===== config.mk =====
export PLATFORM = sky130hd
export DESIGN_NAME = mem_arbiter_flat
export DESIGN_NICKNAME = d
export VERILOG_FILES = /design/src/rtl/mem_arbiter_pkg.sv /design/src/rtl/mem_arbiter_if.sv /design/src/rtl/mem_arbiter.sv /design/src/flat_wrapper.sv
export SDC_FILE = /design/constraint.sdc
export NUM_CORES = 1
export LEC_CHECK = 0
export BUFFER_PORTS_ARGS = -buffer_cell sky130_fd_sc_hd__buf_2
export CAP_MARGIN = 20
export CORE_MARGIN = 5
export CORE_UTILIZATION = 28
export CTS_CLUSTER_DIAMETER = 150
export DETAILED_ROUTE_END_ITERATION = 8
export PLACE_DENSITY = 0.59
export SYNTH_ARGS = -nofsm -noshare
export SYNTH_HDL_FRONTEND = slang
export SYNTH_SLANG_ARGS = --single-unit

===== constraint.sdc =====
create_clock -name clk -period 1.2 [get_ports clk]
set_input_delay 0.18 -clock clk [delete_from_list [all_inputs] [get_ports clk]]
set_output_delay 0.18 -clock clk [all_outputs]
set_load 0.005 [all_outputs]

===== src/rtl/mem_arbiter_pkg.sv =====
// Shared encodings for the instruction/data memory arbiter.
package mem_arbiter_pkg;

    typedef enum logic [1:0] {
        IDLE = 2'd0,
        ADDR = 2'd1,
        DATA = 2'd2
    } state_t;

    typedef enum logic {
        OWN_INST = 1'b0,
        OWN_DATA = 1'b1
    } owner_t;

    localparam logic [3:0] BEN_ALL = 4'b1111;

    // One latched bus transaction, captured at grant time.
    typedef struct packed {
        logic        wr;
        logic [3:0]  ben;
        logic [31:0] addr;
        logic [31:0] wdata;
    } xact_t;

endpackage


===== src/rtl/mem_arbiter_if.sv =====
// Shared memory bus: one request/address phase, one data phase.
interface mem_arbiter_if;
    logic        mem_req;
    logic        mem_wr;
    logic [3:0]  mem_ben;
    logic [31:0] mem_addr;
    logic [31:0] mem_wdata;
    logic        mem_addr_ok;
    logic        mem_data_ok;
    logic [31:0] mem_rdata;

    modport master (
        output mem_req, mem_wr, mem_ben, mem_addr, mem_wdata,
        input  mem_addr_ok, mem_data_ok, mem_rdata
    );

    modport slave (
        input  mem_req, mem_wr, mem_ben, mem_addr, mem_wdata,
        output mem_addr_ok, mem_data_ok, mem_rdata
    );
endinterface


===== src/rtl/mem_arbiter.sv =====
// Two-port (instruction/data) arbiter onto a single memory bus with one
// transaction outstanding at a time.
module mem_arbiter
    import mem_arbiter_pkg::*;
#(
    parameter bit DATA_FIRST = 1'b1
) (
    input  logic        clk,
    input  logic        rst,
    input  logic        inst_req,
    input  logic [31:0] inst_addr,
    output logic        inst_addr_ok,
    output logic        inst_data_ok,
    output logic [31:0] inst_rdata,
    input  logic        data_req,
    input  logic        data_wr,
    input  logic [3:0]  data_ben,
    input  logic [31:0] data_addr,
    input  logic [31:0] data_wdata,
    output logic        data_addr_ok,
    output logic        data_data_ok,
    output logic [31:0] data_rdata,
    mem_arbiter_if.master mem
);

    state_t state;
    // owner keeps its value after a transaction completes, so it also acts
    // as the last-granted port for round-robin tie breaking.
    owner_t owner;
    xact_t  lat;
    xact_t  inst_x;
    xact_t  data_x;
    logic   grant_data;
    logic   in_addr;
    logic   in_data;

    assign inst_x = '{wr: 1'b0, ben: BEN_ALL, addr: inst_addr, wdata: 32'h0};
    assign data_x = '{wr: data_wr, ben: data_ben, addr: data_addr, wdata: data_wdata};

    // Pick the data port when it is alone, or when it wins a tie.
    always_comb begin
        grant_data = 1'b0;
        if (data_req && !inst_req)
            grant_data = 1'b1;
        else if (data_req && inst_req)
            grant_data = DATA_FIRST ? 1'b1 : (owner == OWN_INST);
    end

    // Arbitration FSM: grant and latch in IDLE, address phase, data phase.
    always_ff @(posedge clk) begin
        if (rst) begin
            state <= IDLE;
            owner <= OWN_INST;
            lat   <= '0;
        end else begin
            case (state)
                IDLE: begin
                    if (inst_req || data_req) begin
                        owner <= grant_data ? OWN_DATA : OWN_INST;
                        lat   <= grant_data ? data_x : inst_x;
                        state <= ADDR;
                    end
                end
                ADDR:    if (mem.mem_addr_ok) state <= DATA;
                DATA:    if (mem.mem_data_ok) state <= IDLE;
                default: state <= IDLE;
            endcase
        end
    end

    assign in_addr = (state == ADDR);
    assign in_data = (state == DATA);

    // Bus drives the latched transaction only during the address phase.
    assign mem.mem_req   = in_addr;
    assign mem.mem_wr    = in_addr & lat.wr;
    assign mem.mem_ben   = in_addr ? lat.ben   : 4'h0;
    assign mem.mem_addr  = in_addr ? lat.addr  : 32'h0;
    assign mem.mem_wdata = in_addr ? lat.wdata : 32'h0;

    // Handshake pulses are steered to the current owner only.
    assign inst_addr_ok = in_addr & mem.mem_addr_ok & (owner == OWN_INST);
    assign data_addr_ok = in_addr & mem.mem_addr_ok & (owner == OWN_DATA);
    assign inst_data_ok = in_data & mem.mem_data_ok & (owner == OWN_INST);
    assign data_data_ok = in_data & mem.mem_data_ok & (owner == OWN_DATA);

    assign inst_rdata = mem.mem_rdata;
    assign data_rdata = mem.mem_rdata;

endmodule


===== src/flat_wrapper.sv =====
// flat-port wrapper written by rule: the top's interface ports become plain ports
module mem_arbiter_flat import mem_arbiter_pkg::*;
#(
    parameter bit DATA_FIRST = 1'b1
)
  (clk, rst, inst_req, inst_addr, inst_addr_ok, inst_data_ok, inst_rdata, data_req, data_wr, data_ben, data_addr, data_wdata, data_addr_ok, data_data_ok, data_rdata, mem_mem_req, mem_mem_wr, mem_mem_ben, mem_mem_addr, mem_mem_wdata, mem_mem_addr_ok, mem_mem_data_ok, mem_mem_rdata);
  mem_arbiter_if mem_i ();
  input  logic clk;
  input  logic rst;
  input  logic inst_req;
  input  logic [31:0] inst_addr;
  output logic inst_addr_ok;
  output logic inst_data_ok;
  output logic [31:0] inst_rdata;
  input  logic data_req;
  input  logic data_wr;
  input  logic [3:0] data_ben;
  input  logic [31:0] data_addr;
  input  logic [31:0] data_wdata;
  output logic data_addr_ok;
  output logic data_data_ok;
  output logic [31:0] data_rdata;
  output wire logic [$bits(mem_i.mem_req)-1:0] mem_mem_req;
  output wire logic [$bits(mem_i.mem_wr)-1:0] mem_mem_wr;
  output wire logic [$bits(mem_i.mem_ben)-1:0] mem_mem_ben;
  output wire logic [$bits(mem_i.mem_addr)-1:0] mem_mem_addr;
  output wire logic [$bits(mem_i.mem_wdata)-1:0] mem_mem_wdata;
  input wire logic [$bits(mem_i.mem_addr_ok)-1:0] mem_mem_addr_ok;
  input wire logic [$bits(mem_i.mem_data_ok)-1:0] mem_mem_data_ok;
  input wire logic [$bits(mem_i.mem_rdata)-1:0] mem_mem_rdata;
  assign mem_mem_req = mem_i.mem_req;
  assign mem_mem_wr = mem_i.mem_wr;
  assign mem_mem_ben = mem_i.mem_ben;
  assign mem_mem_addr = mem_i.mem_addr;
  assign mem_mem_wdata = mem_i.mem_wdata;
  assign mem_i.mem_addr_ok = mem_mem_addr_ok;
  assign mem_i.mem_data_ok = mem_mem_data_ok;
  assign mem_i.mem_rdata = mem_mem_rdata;
  mem_arbiter #(.DATA_FIRST(DATA_FIRST)) u_core (.clk(clk), .rst(rst), .inst_req(inst_req), .inst_addr(inst_addr), .inst_addr_ok(inst_addr_ok), .inst_data_ok(inst_data_ok), .inst_rdata(inst_rdata), .data_req(data_req), .data_wr(data_wr), .data_ben(data_ben), .data_addr(data_addr), .data_wdata(data_wdata), .data_addr_ok(data_addr_ok), .data_data_ok(data_data_ok), .data_rdata(data_rdata), .mem(mem_i));
endmodule

Yosys cells after proc, flatten, opt, wreduce, memory -nomap -nowiden. Index checks and enable logic that the tools add are counted.

Register bits: 72. Bits in latches: 0. Bits in writable memories: 0. Memory bits (read-only): 0. Bits of input ports: 139. Output and inout bits: 138. Logic and storage cells: 37. Memories: 0.

Add/sub/neg operators: 0. $mul: 0. Div/mod/pow operators: 0. Order comparisons: 0. Eq/ne operators: 5. Shifts and indexed selects: 0. Mux-type cells: 11. Bitwise logic cells: 8. Reductions and logical operators: 7.

Operator list (number): 2-to-1 mux 69 bit (1); 2-to-1 mux 32 bit (2); AND 1 bit (7); 2-to-1 mux 2 bit (3); case mux 2 bit (3 select lines) (1); 2-to-1 mux 4 bit (1); != test 2 bit (second input constant) (2); 2-to-1 mux 1 bit (3); AND reduction 3 bit (1); equality test 2 x 1 -> 1 bit (second input constant) (1); equality test 2 bit (second input constant) (1); logical AND 1 bit (2); zero test 2 bit (1); != test 2 x 1 -> 1 bit (second input constant) (1); AND reduction 2 bit (1); zero test 1 bit (1); logical OR 1 bit (1); inverter 1 bit (1).

Logic depth before layout (Yosys ltp).
Word-level depth: 4. Mapped depth: 6. Depth with buffers taken out: 3.

Worst setup path after synthesis. Ideal clock, no wire load.

Kind: flip-flop to flip-flop. Start point: register u_core.state[1]. End point: register u_core.lat[37] in the netlist's numbering. Library setup time: 0.146 ns. Data arrival time: 1.121 ns. Data required time: 1.054 ns. Slack: -0.067 ns. Cell stages (with the launch flop): 6. Path buffers: 2. Clock period less this slack: 1.267 ns. Path through: dfxtp_1 > or2_1 > buf_4 > nor2_4 > buf_6 > a211oi_2.

Longest elaborated chain between the ends: 2.

RTL lines: start: declaration (line mem_arbiter.sv:26) `state_t state;`; start signal: assignment (line mem_arbiter.sv:52) `state <= IDLE;`; start signal: assignment (line mem_arbiter.sv:61) `state <= ADDR;`; start signal: assignment (line mem_arbiter.sv:64) `ADDR: if (mem.mem_addr_ok) state <= DATA;`; zero test 2 bit (line mem_arbiter.sv:56) `case (state)`; AND reduction 2 bit (no line); end signal: assignment (line mem_arbiter.sv:60) `lat <= grant_data ? data_x : inst_x;`; end: declaration (line mem_arbiter.sv:30) `xact_t lat;`.

Every way passes these cells. A chain may end at the register's enable or synchronous reset.

Worst setup path after layout.
Start point: register u_core.state[1]. End point: output mem_mem_wdata[18].

Longest elaborated chain between the ends: 2.

RTL lines: equality test 2 x 1 -> 1 bit (line mem_arbiter.sv:71) `assign in_addr = (state == ADDR);`; 2-to-1 mux 32 bit (line mem_arbiter.sv:79) `assign mem.mem_wdata = in_addr ? lat.wdata : 32'h0;`; end: declaration (line flat_wrapper.sv:27) `output wire logic [$bits(mem_i.mem_wdata)-1:0] mem_mem_wdata;`.

Every way passes these cells.

==> summary.md <==
| Metric | Value |
|---|---|
| Vias in the first global route | `3920` |
| Leading cell type in the layout, fill and taps excluded | `buf_2` |
| Initial core utilization | `28.3%` |
| Share of layout cells above drive strength 1 | `61.4%` |
| Total routed wirelength | `14200 µm` |
| Peak VDD IR | `between 0.0006 and 0.0007 V` |
| Synth top area share | `a little over a third` |
| CTS sink cnt | `72` |
| Pre-CTS setup slack | `-106 ps` |
| CTS Hold Buffers Added | `0` |
| Die extent in x | `roughly 130 µm` |
| Startpoint types | `register` |
| Clock skew | `around 4.2 ps` |
| Max-Cap Viols | `0` |
| Min cycle time layout | `roughly 1600 ps` |
| Synth top area cells | `dfxtp_1 35%, buf_4 13%, and2_1 11%, a211oi_2 9.1%, a21oi_1 8.7%` |
| Worst slew margin | `between 80% and 90%` |
| RSZ-0062 raised after global routing | `yes` |
| Final setup viols | `145` |
| Cell variety after synth | `26` |
| Post-synth EDFFs | `0` |
| H-tree depth | `3` |
| Failing checks | `negative setup slack` |
| Grt ovf | `0` |
| Crit path required time | `1020 ps` |
| Drt pass-1 iters | `5` |
| Yosys warnings | `0` |
| R2R Setup Slk | `-350 ps` |
| Worst hold path cell count | `3` |
| DP Area | `between 0.004 and 0.005 mm²` |
| Synth Register Bits | `between 70 and 80` |
| Crit Reg-Reg Startpoint | `u_core.state[0]` |
| Final Wtd Congestion | `0.763` |
| Hold_sp | `data_wdata[7]` |
| CTS Buf Count | `9` |
| Clock buffer depth | `2` |
| Final Hold Viols | `0` |
| Switch Pwr | `around 2.2 mW` |
| Critical path, cell by cell | `nor2b_4 -> buf_4 -> buf_6 -> and2_1 -> buf_2` |
| Drc violations | `0` |
| Final net count | `roughly 750` |
| Via density | `around 4.8` |
| Worst hold slack | `79.6 ps` |
| Gr usage total | `roughly 16%` |
| Clk pin slew, worst setup/hold paths | `roughly 60 ps` |
| Largest net degree at the start of global routing | `43` |
| Crit-path max cell delay | `350 ps` |
| Initial antenna violation count | `0` |
| Number of top-level pins | `around 280` |
| Async set-reset flop share out of synthesis | `0%` |
| Cell area after synthesis | `0.00410 mm²` |
| Detail Route Antenna Nets | `0` |
| Reg2Reg Capture Point | `u_core.lat[10]` |
| Post-DP HPWL | `8790 µm` |
| Worst-case reg-to-reg path depth | `9` |
| Critical path capture point type | `primary output` |
| Port-buffer cells | `180` |
| Clk root buf | `clkbuf_16` |
| WL/cell | `17.8 µm` |
| Core area | `between 0.01 and 0.015 mm²` |
| Via count | `3803` |
| Fmax | `0.639 GHz` |
| Slew @ Worst Pin | `approximately 270 ps` |
| Worst Path Buf+Inv | `3` |
| Worst Slack Setup Final | `-366 ps` |
| Die H | `131 µm` |
| Full die area | `~0.017 mm²` |
| Fin. max-slew vios | `0` |
| Clk Latency, worst-skew pair | `330 ps` |
| Iteration-0 DRC Markers | `89` |
| Kind of critical path | `register to primary output` |
| Hold crit path type | `primary input to register` |
| Slowest-stage cell, CP | `dfxtp_2` |
| Family with the most delay on the worst path | `buffers and inverters` |
| Combinational share of power | `between 20 and 30%` |
| First-pass GRT wire length | `20200 µm` |
| Part of the cycle the worst path needs | `130%` |
| Crit path DAT | `1390 ps` |
| Sw Share | `~29%` |
| Synthesized Nets | `between 600 and 700` |
| Post-layout util | `between 40% and 50%` |
| Diode count | `0` |
| Clk network pwr share | `between 30 and 40%` |
| Crit path max fanout | `8` |
| P_int | `roughly 5.4 mW` |
| Hold EP | `u_core.lat[7]` |
| # rows | `44` |
| Run status | `complete, but fails checks` |
| Post-route design area | `0.00607 mm²` |
| Sequential share of the synthesized area | `35.1%` |
| Sequential Power Share | `36.5%` |
| Leak Pwr | `approximately 2.8 nW` |
| Mapped Avg Cell Area | `between 8 and 9 µm²` |
| Area delta synth->final | `48.1%` |
| CTS tree | `yes` |
| Pwr dens | `roughly 1200 mW/mm²` |
| Post-synth top area cell | `dfxtp_1` |
| Most frequent cells in the layout | `178 x buf_2, 70 x dfxtp_1, 69 x and2_1` |
| Gate Count Post-Synth | `roughly 470` |
| Most used flip-flop cell after synthesis | `dfxtp_1` |
## metrics by stage
stage | setup TNS (ps) | power (mW) | cells
after floorplan | -156 | 3.81 | 474
after global placement | -1030 | 4.16 | 755
after detailed placement | -2340 | 4.20 | 755
after CTS | -43260 | 7.47 | 794
after global routing | -51050 | 7.94 | 798
final | -40730 | 7.57 | 798
## worst max path at each step
stage | from | to | slack (ps) | cells after the start
final | u_core.state[1] | mem_mem_wdata[18] | -370 | 5
after global routing | u_core.state[1] | mem_mem_addr[4] | -430 | 4
after CTS | u_core.state[0] | mem_mem_ben[1] | -370 | 4
after detailed placement | data_req | u_core.lat[33] | -110 | 5
after global placement | data_req | u_core.lat[66] | -80 | 4
after floorplan | u_core.state[0] | u_core.lat[37] | -7 | 5
## flip-flops by register name, indices dropped and copies added (netlist names)
register	flops
u_core.owner	1
u_core.lat	69
u_core.state	2
## area by class of cell
| cell class | count | area [µm²] |
|---|---|---|
| timing repair buffer | 229 | 1640 |
| inverter | 1 | 3.75 |
| tap | 184 | 230 |
| sequential | 72 | 1440 |
| fill | 1419 | 8400 |
| multi-input combinational | 297 | 2470 |
| clock inverter | 2 | 12.5 |
| clock buffer | 13 | 280 |
## power groups by stage
stage | Clock, mW | Combinational, mW | Sequential, mW
after global placement | 0 | 1.40 | 2.76
after floorplan | 0 | 1.07 | 2.74
final | 2.59 | 2.22 | 2.76
after detailed placement | 0 | 1.44 | 2.77
after CTS | 2.67 | 2.06 | 2.74
after global routing | 2.76 | 2.39 | 2.79
## cell usage after synthesis, types with 2 or more instances
cell type and instances:
clkbuf_2 6, nor3_1 4, o21ai_1 8, or2_1 2
and3_1 2, and2_1 69, a211oi_2 30, dfxtp_1 72
a211oi_1 2, buf_6 4, o21ai_0 26, nor2_1 7
mux2i_1 32, nand2_1 35, nor2b_1 2, buf_2 14
buf_4 69, a21oi_1 71, clkbuf_1 11, nor2_4 2
## logic make-up after synthesis
logic type / Yosys count / synth area share, %
flip-flops: 72 / 35.1
multiplexers: 32 / 7.81
AND/OR/NAND/NOR: 127 / 17.3
buffers and inverters: 105 / 17.3
AO/OA/AOI/OAI: 138 / 22.5
## routing by layer
| layer | GRT usage, % | wire [µm] | vias up |
|---|---|---|---|
| li1 | - | - | 1825 |
| met1 | 16.8 | 5430 | 1789 |
| met2 | 28.3 | 7220 | 159 |
| met3 | 4.72 | 1260 | 30 |
| met4 | 5.69 | 283 | 0 |
| met5 | 0 | 0 | - |
## worst min-delay path: cells and delay by family
kind                   cells  cell delay, ps
buffers and inverters      1              90
AND/OR/NAND/NOR            1              40
AO/OA/AOI/OAI              1              50
## what timing repair did
action,CTS,global route
buffers inserted,14,5
pin swaps,55,31
gates cloned,10,4
setup endpoints to repair,143,145
gates resized for setup,81,81
(Power assumes the default switching activity.)
